## config.mk

```make
export PLATFORM = sky130hd
export DESIGN_NAME = dec_word_fmt
export DESIGN_NICKNAME = d
export VERILOG_FILES = /design/src/rtl/dec_word_fmt.sv
export SDC_FILE = /design/constraint.sdc
export NUM_CORES = 1
export LEC_CHECK = 0
export BUFFER_PORTS_ARGS = -buffer_cell sky130_fd_sc_hd__clkbuf_2
export CAP_MARGIN = 20
export CELL_PAD_IN_SITES_DETAIL_PLACEMENT = 0
export CELL_PAD_IN_SITES_GLOBAL_PLACEMENT = 1
export CORE_ASPECT_RATIO = 0.6
export CORE_MARGIN = 10
export CORE_UTILIZATION = 41
export DETAILED_ROUTE_END_ITERATION = 7
export HOLD_SLACK_MARGIN = 0.02
export PLACE_DENSITY = 0.78
export REMOVE_ABC_BUFFERS = 1
export SYNTH_ARGS = -nofsm -noshare
export SYNTH_HDL_FRONTEND = slang
export SYNTH_SLANG_ARGS = --single-unit
```

## constraint.sdc

```tcl
create_clock -name clk -period 2.43 [get_ports clk]
set_input_delay 0.243 -clock clk [delete_from_list [all_inputs] [get_ports clk]]
set_output_delay 0.243 -clock clk [all_outputs]
set_load 0.005 [all_outputs]
```

## src/rtl/dec_word_fmt.sv

```systemverilog
// dec_word_fmt: double-dabble binary-to-decimal formatter producing a four-character ASCII word
module dec_word_fmt #(
    parameter int WIDTH = 14,
    parameter bit BLANK_LEADING = 1'b1
) (
    input  logic             clk,
    input  logic             rst,
    input  logic             start,
    input  logic [WIDTH-1:0] value,
    output logic             busy,
    output logic             done,
    output logic [31:0]      word
);
    typedef enum logic [1:0] {IDLE, SHIFT, FORMAT} state_t;
    state_t           state;
    logic [WIDTH-1:0] sh;
    logic [19:0]      bcd;
    logic [19:0]      adj;
    logic [4:0]       cnt;
    logic             b3, b2, b1;
    logic [31:0]      fmt;
    for (genvar i = 0; i < 5; i++) begin : g_adj
        assign adj[4*i+:4] = bcd[4*i+:4] >= 4'd5 ? bcd[4*i+:4] + 4'd3 : bcd[4*i+:4];
    end
    // Blanking ripples rightward and stops at the first nonzero digit; units never blank
    assign b3 = BLANK_LEADING && bcd[15:12] == 4'd0;
    assign b2 = b3 && bcd[11:8] == 4'd0;
    assign b1 = b2 && bcd[7:4] == 4'd0;
    assign fmt = bcd[19:16] != 4'd0 ? 32'h6F666C6F :
                 {b3 ? 8'h20 : {4'h3, bcd[15:12]},
                  b2 ? 8'h20 : {4'h3, bcd[11:8]},
                  b1 ? 8'h20 : {4'h3, bcd[7:4]},
                  {4'h3, bcd[3:0]}};
    always_ff @(posedge clk) begin
        if (rst) begin
            state <= IDLE;
            busy  <= 1'b0;
            done  <= 1'b0;
            word  <= 32'h20202020;
            bcd   <= '0;
            sh    <= '0;
            cnt   <= '0;
        end else begin
            done <= 1'b0;
            case (state)
                IDLE: if (start) begin
                    sh    <= value;
                    bcd   <= '0;
                    cnt   <= 5'(WIDTH);
                    busy  <= 1'b1;
                    state <= SHIFT;
                end
                SHIFT: begin
                    {bcd, sh} <= {adj, sh} << 1;
                    cnt       <= cnt - 5'd1;
                    if (cnt == 5'd1) state <= FORMAT;
                end
                FORMAT: begin
                    word  <= fmt;
                    done  <= 1'b1;
                    busy  <= 1'b0;
                    state <= IDLE;
                end
                default: state <= IDLE;
            endcase
        end
    end
endmodule
```

## Word level (Yosys, flattened, before mapping)

Cells that the tools add are included.

| word-level totals | value |
|---|---|
| register bits | 75 |
| output and inout bits | 34 |

| cells by class | value |
|---|---|
| add/sub/neg operators | 6 |
| magnitude comparators | 5 |
| eq/ne operators | 5 |
| muxes and demuxes | 21 |
| reduce and logical (&&, ||, !) cells | 12 |

Operator list:

| operator | number |
|---|---|
| $pmux W20 S2 | 1 |
| $mux W31 | 1 |
| $pmux W14 S2 | 1 |
| $ge A4 B3 Y1 const B | 5 |
| $mux W20 | 1 |
| $mux W5 | 4 |
| $add A4 B2 Y4 const B | 4 |
| $mux W4 | 4 |
| $mux W14 | 1 |
| $logic_not A4 Y1 | 3 |
| $pmux W5 S2 | 1 |
| $reduce_and A2 Y1 | 3 |
| $eq A5 B1 Y1 const B | 1 |
| $sub A5 B1 Y5 const B | 1 |
| $mux W2 | 2 |
| $ne A2 B2 Y1 const B | 2 |
| $pmux W2 S2 | 1 |
| $reduce_bool A2 Y1 | 2 |
| $reduce_bool A4 Y1 | 1 |
| $add A3 B2 Y3 const B | 1 |
| $mux W3 | 1 |
| $eq A2 B1 Y1 const B | 1 |
| $eq A2 B2 Y1 const B | 1 |
| $logic_and A1 B1 Y1 | 2 |
| 3 further kinds | 4 |

## Depth between registers and ports, before layout

Gate-level depths: netlist of run 1.

| logic depth | value |
|---|---|
| depth in word-level cells | 5 |
| gate-level depth with buffers | 7 |
| mapped depth without buffers | 6 |

## Worst setup path after synthesis of run 1

OpenSTA, ideal clock, no wires.

| timing | value |
|---|---|
| kind | register -> register |
| start | reg bcd[12] |
| end | reg word[12] |
| setup time | 0.132 ns |
| data arrival time | 1.751 ns |
| data required time | 2.298 ns |
| setup slack | 0.546 ns |
| cell stages (with the launch flop) | 7 |
| buffers on the path | 0 |
| path through | dfxtp_1 -> inv_1 -> ha_1 -> or3b_4 -> or4b_4 -> o21ai_2 -> a21oi_1 |

| on the way | value |
|---|---|
| word-level cells in the longest chain between the ends | 5 |

Ends and longest elaborated chain:

| what | RTL line | RTL |
|---|---|---|
| start: declaration | 17 | `logic [19:0] bcd;` |
| start signal: assignment | 54 | `{bcd, sh} <= {adj, sh} << 1;` |
| $logic_not A4 Y1 | 26 | `assign b3 = BLANK_LEADING && bcd[15:12] == 4'd0;` |
| $logic_and A1 B1 Y1 | 27 | `assign b2 = b3 && bcd[11:8] == 4'd0;` |
| $logic_and A1 B1 Y1 | 28 | `assign b1 = b2 && bcd[7:4] == 4'd0;` |
| $mux W5 | 32 | `b1 ? 8'h20 : {4'h3, bcd[7:4]},` |
| $mux W31 | 29 | `assign fmt = bcd[19:16] != 4'd0 ? 32'h6F666C6F :` |
| end signal: assignment | 59 | `word <= fmt;` |
| end: declaration | 12 | `output logic [31:0] word` |

Every way passes these cells.
A chain may end at the register's enable or synchronous reset.

## Worst setup path after layout of run 1

| timing | value |
|---|---|
| start | reg bcd[13] |
| end | reg word[8] |

The elaborated chain is that of the path after synthesis.

==> key figures, run 1 <==
Clocking
  • Clk Latency, worst-skew pair: 0.33 ns
  • Clk sink count: 64
  • CTS buffer count: 9
  • Max clock buf depth: 2
  • Post-CTS Resized: 0
  • Number of buffers inserted by hold repair at cts: 0
  • H-Tree Depth: 3
  • Worst-path clk slew: 0.05 ns
  • Post-CTS Setup Inserts: 0
  • TritonCTS clock tree: yes
  • Root Buffer: clkbuf_16

Final layout
  • # diodes: 0
  • NumNets Final: 442
  • Area Growth Syn to Fin: 18.6%
  • # fillers: 717
  • Post-route cell area: 0.00367 sq mm
  • Layout cell share with drive strength beyond 1: 19.5%
  • Post-route insts no fill: 519

Die
  • # IOs: 51
  • Initial Util: 42.4%
  • Row cnt: 24
  • Die height: 87.3 um
  • Die X-Extent: 132 um
  • Die area: 0.0115 sq mm
  • Core area: 0.00730 sq mm

Critical path
  • Crit path launch type: register
  • Crit-path max FO: 4
  • Critical path capture point type: register
  • Crit Path Class: reg -> reg
  • CP Data Required Time: 2.64 ns
  • Worst path arrival time: around 2.3 ns

Global routing
  • First-pass GRT wire length: roughly 14000 um
  • Initial antenna violation count: 0
  • Largest net degree at the start of global routing: 35
  • Total gr overflow: 0
  • Vias in the first global route: 2655
  • GR Util All Layers: ~14%

Detailed routing
  • Vias: 2651
  • DRC: 0
  • Metal2 WL: 3040 um
  • Wl on met1: 4100 um
  • Vias/cell: 5.11
  • Post-route ant nets: 0
  • Drt first pass iters: 4
  • Metal3 WL: 537 um
  • Final wirelength: between 7000 and 8000 um
  • Top layer in use: met4
  • Wire per inst: 14.9 um
  • DRT iter0 DRCs: approximately 160

Yosys
  • Cell Area, Synth: 0.00309 sq mm
  • EDFF count, synth: 0
  • Post-synth top area cell: dfxtp_1
  • #FFs+latches synth: 64
  • Asr flop ratio synth: 0%
  • Yosys synthesis warning count: 0
  • Primary FF master, synth: dfxtp_1
  • Simple-Gate Fraction of Synth Area: 20.5%
  • Sequential area share after synthesis: 41.4%
  • Mux share of post-synthesis cell area: 2.06%
  • Synth top area share: ~41%
  • Avg Inst Size Synth: a little over 8 sq um
  • Post-synthesis xor/xnor area fraction: roughly 1.1%
  • Largest cells by area after synthesis: dfxtp_1, nor2_1, a21oi_1
  • Cells after Synth: 375
  • Synth cell types: 45
  • Largest family of logic cells by synthesized area: compound AO/OA/AOI/OAI gates
  • Synth Area in Compound Gates: between 20% and 30%
  • Adder-cell area share of the yosys netlist: about 5.7%

Place
  • Placed Instance Area: between 0.003 and 0.004 sq mm
  • # port buffers: 42
  • Placer Congestion: 0.798
  • Dpl cells: 504
  • Post-DP HPWL: 5510 um

Timing
  • Worst Skew: 0.00571 ns
  • Final Cycle Share: a little over four fifths
  • Hold Worst Slack: 0.224 ns
  • Setup tns final: 0 ns
  • RSZ-0062 raised after global routing: no
  • Crit path time final: 2.06 ns
  • Slew @ Worst Pin: 0.516 ns
  • Finish-stage setup viols: 0
  • Relative slew slack: 65.6%
  • Max-slew violations: 0
  • Hold Fails Final Rpt: 0
  • Max Clk Rate: 485 MHz

Power
  • Leakage power: 1.54 nW
  • Power density over the cells: between 700 and 800 mW/mm^2
  • Worst IR Drop VDD: 0.000315 V

Run
  • Max Cap Viol: 0

Status
  • Status: finished, final reports clean

Hold path
  • Min-delay worst type: in -> reg
[final timing paths]
| check | start | end | slack (ns) | cells past startpoint |
|---|---|---|---|---|
| worst max-delay path | bcd[13]$_SDFFE_PP0P_ | word[8]$_SDFFE_PP0P_ | 0.37 | 6 |
| worst min-delay path | value[13] | sh[13]$_SDFFE_PP0P_ | 0.22 | 3 |
| worst max register to register | bcd[13]$_SDFFE_PP0P_ | word[8]$_SDFFE_PP0P_ | 0.37 | 6 |
| worst min register to register | word[9]$_SDFFE_PP0P_ | word[9]$_SDFFE_PP0P_ | 0.46 | 2 |
[placed cells by master, fill, tap and decap left out, types with 3 or more instances in the layout]
| master | count |
|---|---|
| nor2_1 | 73 |
| dfxtp_1 | 64 |
| clkbuf_2 | 42 |
| a21oi_1 | 37 |
| inv_1 | 21 |
| nor3_1 | 20 |
| ha_1 | 14 |
| nand2b_1 | 11 |
| o21ai_0 | 11 |
| buf_4 | 10 |
| clkbuf_16 | 9 |
| nand2_1 | 8 |
| conb_1 | 8 |
| nor2b_1 | 7 |
| nand3_1 | 6 |
| o221a_2 | 6 |
| a22oi_1 | 6 |
| a22o_1 | 5 |
| a2111oi_0 | 5 |
| a211oi_1 | 4 |
| mux2i_1 | 3 |
| xnor2_1 | 3 |
| o311ai_0 | 3 |
| o32ai_1 | 3 |
| mux2_2 | 3 |
| o2bb2ai_1 | 3 |
| clkbuf_8 | 3 |
[synthesized netlist by cell type, drive strengths merged, types with 3 or more instances]
cell and count:
a2111oi 5, a211oi 4, a21oi 37, a22o 6, a22oi 6, buf 19
clkbuf 14, dfxtp 64, ha 14, inv 21, mux2 3, mux2i 3
nand2 8, nand2b 11, nand3 6, nor2 73, nor2b 7, nor3 20
o21ai 12, o221a 6, o2bb2ai 3, o311ai 3, o32ai 3, xnor2 3
[cell families (layout without fill, tap and decap cells)]
kind of cell    count (synthesis)  count (layout)
xor+xnor                        4               4
buf+inv                        54              88
simple gates                  136             136
other cells                     2               8
fa+ha+maj                      14              14
compound gates                 95              95
flops                          64              64
mux                             6               6
[area by class of cell]
cell class	count	area, sq um	area share [%]
Multi-Input combinational cell	263	1590	43.2
Sequential cell	64	1280	34.9
Clock inverter	3	40.0	1.09
Inverter	21	78.8	2.15
Timing Repair Buffer	52	285	7.78
Clock buffer	12	267	7.26
Tap cell	104	130	3.55
[critical path: stages, from the launching register on]
cell	delay, ns
dfxtp_1	0.34
inv_1	0.11
ha_1	0.23
or3b_4	0.43
or4b_4	0.56
o21ai_2	0.19
o21ai_0	0.09
[sequential cells by signal, summed over array words and instances, names as in the netlist]
signal	flops
bcd	20
done	1
state	2
cnt	5
word	21
sh	14
busy	1
[routing by layer]
layer  up-vias  track usage (%)
met1      1213             19.8
li1       1365                -
met2        68             20.0
met4         0             2.71
met5         -                0
met3         5             6.97
[stage by stage]
step / setup WS, ns / util (%) / power, mW
2_1_floorplan: 0.186 / - / 1.25
3_3_place_gp: 0.487 / 46.1 / 1.34
3_5_place_dp: 0.395 / 46.1 / 1.34
4_1_cts: 0.382 / 50.3 / 2.67
5_1_grt: 0.274 / 50.3 / 2.77
6_report: 0.368 / 50.3 / 2.64
[power by group]
part           switching [mW]  total, mW  internal, mW
clock network           0.452       1.32         0.867
logic                   0.119      0.201        0.0821
registers              0.0311       1.12          1.09
total                   0.602       2.64          2.04
(Power assumes the default switching activity.)
==> inputs of run 2 (changes only) <==
--- a/config.mk
+++ b/config.mk
@@ -5,16 +5,17 @@
 export SDC_FILE = /design/constraint.sdc
 export NUM_CORES = 1
 export LEC_CHECK = 0
+export ABC_AREA = 1
 export BUFFER_PORTS_ARGS = -buffer_cell sky130_fd_sc_hd__clkbuf_2
 export CAP_MARGIN = 20
 export CELL_PAD_IN_SITES_DETAIL_PLACEMENT = 0
 export CELL_PAD_IN_SITES_GLOBAL_PLACEMENT = 1
 export CORE_ASPECT_RATIO = 0.6
 export CORE_MARGIN = 10
-export CORE_UTILIZATION = 41
+export CORE_UTILIZATION = 37
 export DETAILED_ROUTE_END_ITERATION = 7
 export HOLD_SLACK_MARGIN = 0.02
-export PLACE_DENSITY = 0.78
+export PLACE_DENSITY = 0.75
 export REMOVE_ABC_BUFFERS = 1
 export SYNTH_ARGS = -nofsm -noshare
 export SYNTH_HDL_FRONTEND = slang
==> constraint.sdc (replaced) <==
create_clock -name clk -period 1.82 [get_ports clk]
set_input_delay 0.182 -clock clk [delete_from_list [all_inputs] [get_ports clk]]
set_output_delay 0.182 -clock clk [all_outputs]
set_load 0.005 [all_outputs]
==> run 2 against run 1 <==
Against the previous run: fmax grew 30%; clock skew shrank 0.0020 ns; non-clock buffer count grew 1; area after synthesis shrank 1.9%; synthesized cell count grew 2.7%; register-to-register slack lost 0.13 ns; highest routed layer unchanged.
==> key figures, run 2 <==
Status
  • Status: finished, final reports clean

Timing
  • Max Clk Rate: 633 MHz (+30%)
  • Worst Skew: 0.00367 ns (-0.00204 ns)
  • Max-slew violations: 0 (unchanged)
  • RSZ-0062 raised after global routing: no
  • Final Cycle Share: 86.8% (+2.0 points)
  • Finish-stage setup viols: 0 (unchanged)
  • Worst Setup Slack, final: 0.240 ns (-0.129 ns)
  • Crit path time final: 1.58 ns (-0.481 ns)
  • Setup tns final: 0 ns (unchanged)
  • Hold Fails Final Rpt: 0 (unchanged)

Yosys
  • Synth cell types: 32 (-29%)
  • Cell Area, Synth: 0.00304 sq mm (-1.9%)
  • Post-synth top area cell: dfxtp_1
  • EDFF count, synth: 0 (unchanged)
  • Synth top area share: 42.2% (+0.80 points)
  • Avg Inst Size Synth: 7.88 sq um (-4.4%)
  • Sequential area share after synthesis: 42.2% (+0.80 points)
  • Yosys synthesis warning count: 0 (unchanged)
  • Most frequent cell after synthesis: nand2_1
  • #FFs+latches synth: 64 (unchanged)
  • Cells after Synth: 385 (+2.7%)
  • Largest cells by area after synthesis: dfxtp_1, nand2_1, inv_1
  • Primary FF master, synth: dfxtp_1
  • Asr flop ratio synth: 0% (unchanged)
  • Post-synth top cells: nand2_1, dfxtp_1, inv_1

Die
  • # IOs: 51 (unchanged)
  • Core area: 0.00791 sq mm (+8.5%)
  • Die X-Extent: 137 um (+3.6%)
  • Die area: 0.0123 sq mm (+7.0%)
  • Initial Util: 38.4% (-4.0 points)
  • Row cnt: 25 (+4.2%)
  • Die height: 90.2 um (+3.3%)

Global routing
  • GR Util All Layers: 12.3% (-2.2 points)
  • First-pass GRT wire length: 12100 um (-11%)
  • Initial antenna violation count: 0 (unchanged)
  • Vias in the first global route: 2480 (-6.6%)
  • Total gr overflow: 0 (unchanged)
  • Largest net degree at the start of global routing: 21 (-40%)

Clocking
  • Post-CTS Resized: 0 (unchanged)
  • Clk sink count: 64 (unchanged)
  • Root Buffer: clkbuf_16
  • Clk Latency, worst-skew pair: 0.34 ns (about the same)
  • CTS buffer count: 9 (unchanged)
  • Post-CTS Setup Inserts: 0 (unchanged)
  • H-Tree Depth: 3 (unchanged)
  • TritonCTS clock tree: yes
  • Worst-path clk slew: 0.05 ns (about the same)
  • Max clock buf depth: 2 (unchanged)
  • Number of buffers inserted by hold repair at cts: 0 (unchanged)

Critical path
  • Crit-path max FO: 14 (+10)
  • Crit path launch type: register
  • Reg2Reg Depth: 8 (+2)
  • Critical path capture point type: register
  • Crit Path Class: reg -> reg
  • CP Data Required Time: 2.05 ns (-0.59 ns)
  • Worst path arrival time: 1.81 ns (-0.46 ns)

Detailed routing
  • Drt first pass iters: 4 (unchanged)
  • DRT iter0 DRCs: 110 (-32%)
  • Wire per inst: 13.1 um (-12%)
  • DRC: 0 (unchanged)
  • Final wirelength: 7150 um (-7.5%)
  • Vias: 2558 (-3.5%)
  • Vias/cell: 4.70 (-7.9%)
  • Post-route ant nets: 0 (unchanged)

Place
  • Post-DP HPWL: 5260 um (-4.4%)
  • # port buffers: 42 (unchanged)
  • Placer Congestion: 0.844 (+5.7%)
  • Placed Instance Area: 0.00331 sq mm (-1.4%)
  • Place WS: 0.229 ns (-0.166 ns)

Final layout
  • Max reg flops: 21 (unchanged)
  • Most frequent cells in the layout: nand2_1, dfxtp_1, inv_1, clkbuf_2, nor2_1
  • # diodes: 0 (unchanged)
  • Largest register by flop count: word
  • Layout cell share with drive strength beyond 1: 22.7% (+3.2 points)
  • # fillers: 794 (+11%)
  • NumNets Final: 462 (+4.5%)
  • Fin util: 45.9% (-4.4 points)
  • Post-route cell area: 0.00363 sq mm (-0.96%)
  • Top Registers: word (21), bcd (20), sh (14)
  • Area Growth Syn to Fin: 19.7%
  • Most common cell after layout, fill and taps aside: nand2_1

Hold path
  • Hold Path Depth: 3 (unchanged)
  • Min-delay worst type: in -> reg

Power
  • Leakage power: 1.69 nW (+9.4%)
  • Worst IR Drop VDD: 0.000414 V (+32%)
  • Power density over the cells: 993 mW/mm^2 (+38%)

Run
  • Max Cap Viol: 0 (unchanged)
-- run 2: cell count changes after synthesis, sizes merged, moves of 7 or more --
cell | before | now
nand2b | 11 | 0
nor2 | 73 | 27
nand3 | 6 | 21
clkbuf | 14 | 2
inv | 21 | 51
o211ai | 2 | 13
o21ai | 12 | 35
nor2b | 7 | 0
nand2 | 8 | 88
nor3 | 20 | 4
a21oi | 37 | 16
-- run 2: final cells by class --
type / count / area [sq um] / area share (%)
clock buffers: 14 / 284 / 7.82
clock inverters: 2 / 35.0 / 0.964
inverters: 52 / 195 / 5.37
multi-input cells: 251 / 1400 / 38.5
flip-flops and latches: 64 / 1280 / 35.3
well taps: 108 / 135 / 3.72
repair buffers: 53 / 305 / 8.40
-- run 2: cells by family after synthesis --
family | count (synthesis) | synth area share (%)
and+or+nand+nor | 146 | 20.4
adders and majority gates | 14 | 5.77
DFF | 64 | 42.2
buffers and inverters | 76 | 12.5
AOI/OAI and AO/OA | 82 | 18.5
xor gates and xnor gates | 1 | 0.289
other | 2 | 0.247
-- run 2: power by group --
part,switching [mW],internal [mW],total (mW)
Sequential,0.0380,1.46,1.50
Clock,0.608,1.21,1.81
Combinational,0.185,0.107,0.292
-- run 2: through the flow --
| stage | hold slack (ns) | std cells | power [mW] |
|---|---|---|---|
| 4_1_cts | 0.0609 | 544 | 3.65 |
| 2_1_floorplan | 0.251 | 367 | 1.69 |
| 3_3_place_gp | 0.403 | 528 | 1.82 |
| 6_report | 0.0680 | 544 | 3.61 |
| 3_5_place_dp | 0.409 | 528 | 1.82 |
| 5_1_grt | 0.0713 | 544 | 3.77 |
-- run 2: worst paths after layout --
path,from,end,slack [ns]
worst min-delay path,value[11],sh[11]$_SDFFE_PP0P_,0.07
worst max-delay path,bcd[16]$_SDFFE_PP0P_,word[26]$_SDFFE_PP0P_,0.24
worst max register to register,bcd[16]$_SDFFE_PP0P_,word[26]$_SDFFE_PP0P_,0.24
worst min register to register,bcd[13]$_SDFFE_PP0P_,word[25]$_SDFFE_PP0P_,0.46
-- run 2: per-layer routing --
metal / vias to the layer above / track usage, % / share of wire [%]
li1: 1338 / - / -
met1: 1160 / 16.5 / 50
met2: 52 / 16.7 / 41
met3: 8 / 6.11 / 7.1
met4: 0 / 3.76 / 1.1
met5: - / 0 / 0
-- run 2: critical path, stage by stage, from the launching register on --
cell and delay [ns]:
dfxtp_1 0.32, inv_1 0.11, ha_1 0.20, nand3_1 0.12, nor2_4 0.31, buf_4 0.22, nand2_1 0.05, o211ai_1 0.07
inv_1 0.05
==> inputs of run 3 (changes only) <==
--- a/config.mk
+++ b/config.mk
@@ -7,7 +7,7 @@
 export LEC_CHECK = 0
 export ABC_AREA = 1
 export BUFFER_PORTS_ARGS = -buffer_cell sky130_fd_sc_hd__clkbuf_2
-export CAP_MARGIN = 20
+export CAP_MARGIN = 25
 export CELL_PAD_IN_SITES_DETAIL_PLACEMENT = 0
 export CELL_PAD_IN_SITES_GLOBAL_PLACEMENT = 1
 export CORE_ASPECT_RATIO = 0.6
@@ -17,6 +17,7 @@
 export HOLD_SLACK_MARGIN = 0.02
 export PLACE_DENSITY = 0.75
 export REMOVE_ABC_BUFFERS = 1
+export SETUP_SLACK_MARGIN = 0.3
 export SYNTH_ARGS = -nofsm -noshare
 export SYNTH_HDL_FRONTEND = slang
 export SYNTH_SLANG_ARGS = --single-unit
==> run 3 against run 2 <==
Against the previous run: sequential cell count stayed put; via count up 0.70%; critical endpoint is now bcd[18]$_SDFFE_PP0P_; utilization increased by 0.93 points; critical path type unchanged; hold slack improved by 0.0017 ns; wire length up 1.5%; largest cell class unchanged.
==> key figures, run 3 (synthesis results as in run 2) <==
Final layout
  • # fillers: 793 (-0.13%)
  • NumNets Final: 466 (+0.87%)
  • Layout cell share with drive strength beyond 1: 26.4% (+3.7 points)
  • Most common cell after layout, fill and taps aside: nand2_1
  • # diodes: 0 (unchanged)
  • Largest register by flop count: word
  • Footprint of the multi-input gates: 0.00143 sq mm (+2.2%)
  • Top Registers: word (21), bcd (20), sh (14)
  • Max reg flops: 21 (unchanged)
  • Fin util: 46.8% (+0.93 points)
  • Area Growth Syn to Fin: 22.1%
  • Flip-flop and latch area: 0.00128 sq mm (unchanged)
  • Most frequent cells in the layout: nand2_1, dfxtp_1, clkbuf_2, inv_1, nor2_1

Timing
  • Max-slew violations: 0 (unchanged)
  • Worst Skew: 0.00387 ns (+0.000198 ns)
  • Setup tns final: 0 ns (unchanged)
  • Finish-stage setup viols: 0 (unchanged)
  • Crit path time final: 1.40 ns (-0.177 ns)
  • RSZ-0062 raised after global routing: yes
  • Max Clk Rate: 712 MHz (+13%)
  • Hold Fails Final Rpt: 0 (unchanged)
  • Final Cycle Share: 77.1% (-9.7 points)

Global routing
  • Initial antenna violation count: 0 (unchanged)
  • Total gr overflow: 0 (unchanged)
  • GR Util All Layers: 12.4% (+0.091 points)
  • Vias in the first global route: 2502 (+0.89%)
  • First-pass GRT wire length: 12200 um (+0.79%)
  • Largest net degree at the start of global routing: 21 (unchanged)

Run
  • Max Cap Viol: 0 (unchanged)

Power
  • Worst IR Drop VDD: 0.000413 V (-0.27%)
  • Pwr Total: 3.61 mW (about the same)
  • Leakage power: 1.73 nW (+2.2%)
  • Power density over the cells: 972 mW/mm^2 (-2.0%)

Detailed routing
  • DRC: 0 (unchanged)
  • Vias: 2576 (+0.70%)
  • Post-route ant nets: 0 (unchanged)
  • DRT iter0 DRCs: 111 (+0.91%)
  • Drt first pass iters: 4 (unchanged)
  • Vias/cell: 4.70 (about the same)
  • Final wirelength: 7250 um (+1.5%)
  • Wire per inst: 13.2 um (+0.73%)

Die
  • Die height: 90.2 um (unchanged)
  • # IOs: 51 (unchanged)
  • Core area: 0.00791 sq mm (unchanged)
  • Row cnt: 25 (unchanged)
  • Initial Util: 38.4% (unchanged)
  • Die X-Extent: 137 um (unchanged)
  • Die area: 0.0123 sq mm (unchanged)

Clocking
  • Clk Latency, worst-skew pair: 0.34 ns (about the same)
  • Worst-path clk slew: 0.05 ns (about the same)
  • H-Tree Depth: 3 (unchanged)
  • Max clock buf depth: 2 (unchanged)
  • Root Buffer: clkbuf_16
  • Clk sink count: 64 (unchanged)
  • Number of buffers inserted by hold repair at cts: 0 (unchanged)
  • CTS buffer count: 9 (unchanged)
  • TritonCTS clock tree: yes

Critical path
  • Crit path launch type: register
  • Crit-path max FO: 4 (-10)
  • Critical path capture point type: register
  • Max stage delay on crit path: 0.30 ns (-0.02 ns)
  • CP Cell Sequence: inv_2, ha_4, inv_1, or2_2, a21oi_2, nand2_1, nand3_1, o21ai_2
  • CP Data Required Time: 2.05 ns (about the same)
  • Worst path arrival time: 1.63 ns (-0.18 ns)
  • Slowest stage cell on the critical path: dfxtp_1
  • Crit Path Class: reg -> reg

Place
  • Placer Congestion: 0.844 (unchanged)
  • # port buffers: 42 (unchanged)
  • Post-DP HPWL: 5260 um (unchanged)

Hold path
  • Min-delay worst type: in -> reg

Status
  • Status: finished, final reports clean
[run 3: final timing paths]
kind | startpoint | end | slack [ns] | cells after the start
setup / recovery | bcd[17]$_SDFFE_PP0P_ | bcd[18]$_SDFFE_PP0P_ | 0.42 | 8
hold / removal | value[11] | sh[11]$_SDFFE_PP0P_ | 0.07 | 3
setup reg to reg | bcd[17]$_SDFFE_PP0P_ | bcd[18]$_SDFFE_PP0P_ | 0.42 | 8
hold reg to reg | word[28]$_SDFFE_PP0P_ | word[28]$_SDFFE_PP0P_ | 0.47 | 2
[run 3: through the flow]
step | instance area (sq um) | worst slack, ns | hold slack (ns) | cells
after global routing | 3710 | 0.293 | 0.0713 | 548
after floorplan | 2870 | 0.237 | 0.251 | 367
after global placement | 3310 | 0.278 | 0.403 | 528
final | 3710 | 0.416 | 0.0696 | 548
after detailed placement | 3310 | 0.229 | 0.409 | 528
after CTS | 3660 | 0.334 | 0.0609 | 546
[run 3: cell type report]
| cell class | count | area share [%] |
|---|---|---|
| Clock inverter | 2 | 0.945 |
| Timing Repair Buffer | 57 | 9.38 |
| Tap cell | 108 | 3.64 |
| Clock buffer | 14 | 7.66 |
| Sequential cell | 64 | 34.6 |
| Inverter | 52 | 5.26 |
| Multi-Input combinational cell | 251 | 38.5 |
[run 3: power by group]
group	internal (mW)	switching, mW	leakage [nW]
Combinational	0.109	0.185	1.05
Sequential	1.46	0.0380	0.520
Clock	1.21	0.604	0.159
Total	2.78	0.827	1.73
[run 3: repair_timing]
action                     CTS  global route
buffers inserted             2             2
setup endpoints to repair   10            22
pin swaps                    1             2
gates resized for setup      2            14
[run 3: critical path, delay by kind of cell, from the launching register on]
kind / cells / cell delay [ns]
compound gates: 2 / 0.23
fa+ha+maj: 1 / 0.15
buf+inv: 2 / 0.15
flops: 1 / 0.30
simple gates: 3 / 0.45
[run 3: routing by layer]
layer | track usage (%) | vias up | wire length [um]
li1 | - | 1349 | -
met1 | 16.5 | 1171 | 3650
met2 | 16.9 | 48 | 3020
met3 | 6.11 | 8 | 495
met4 | 3.67 | 0 | 89
met5 | 0 | - | 0
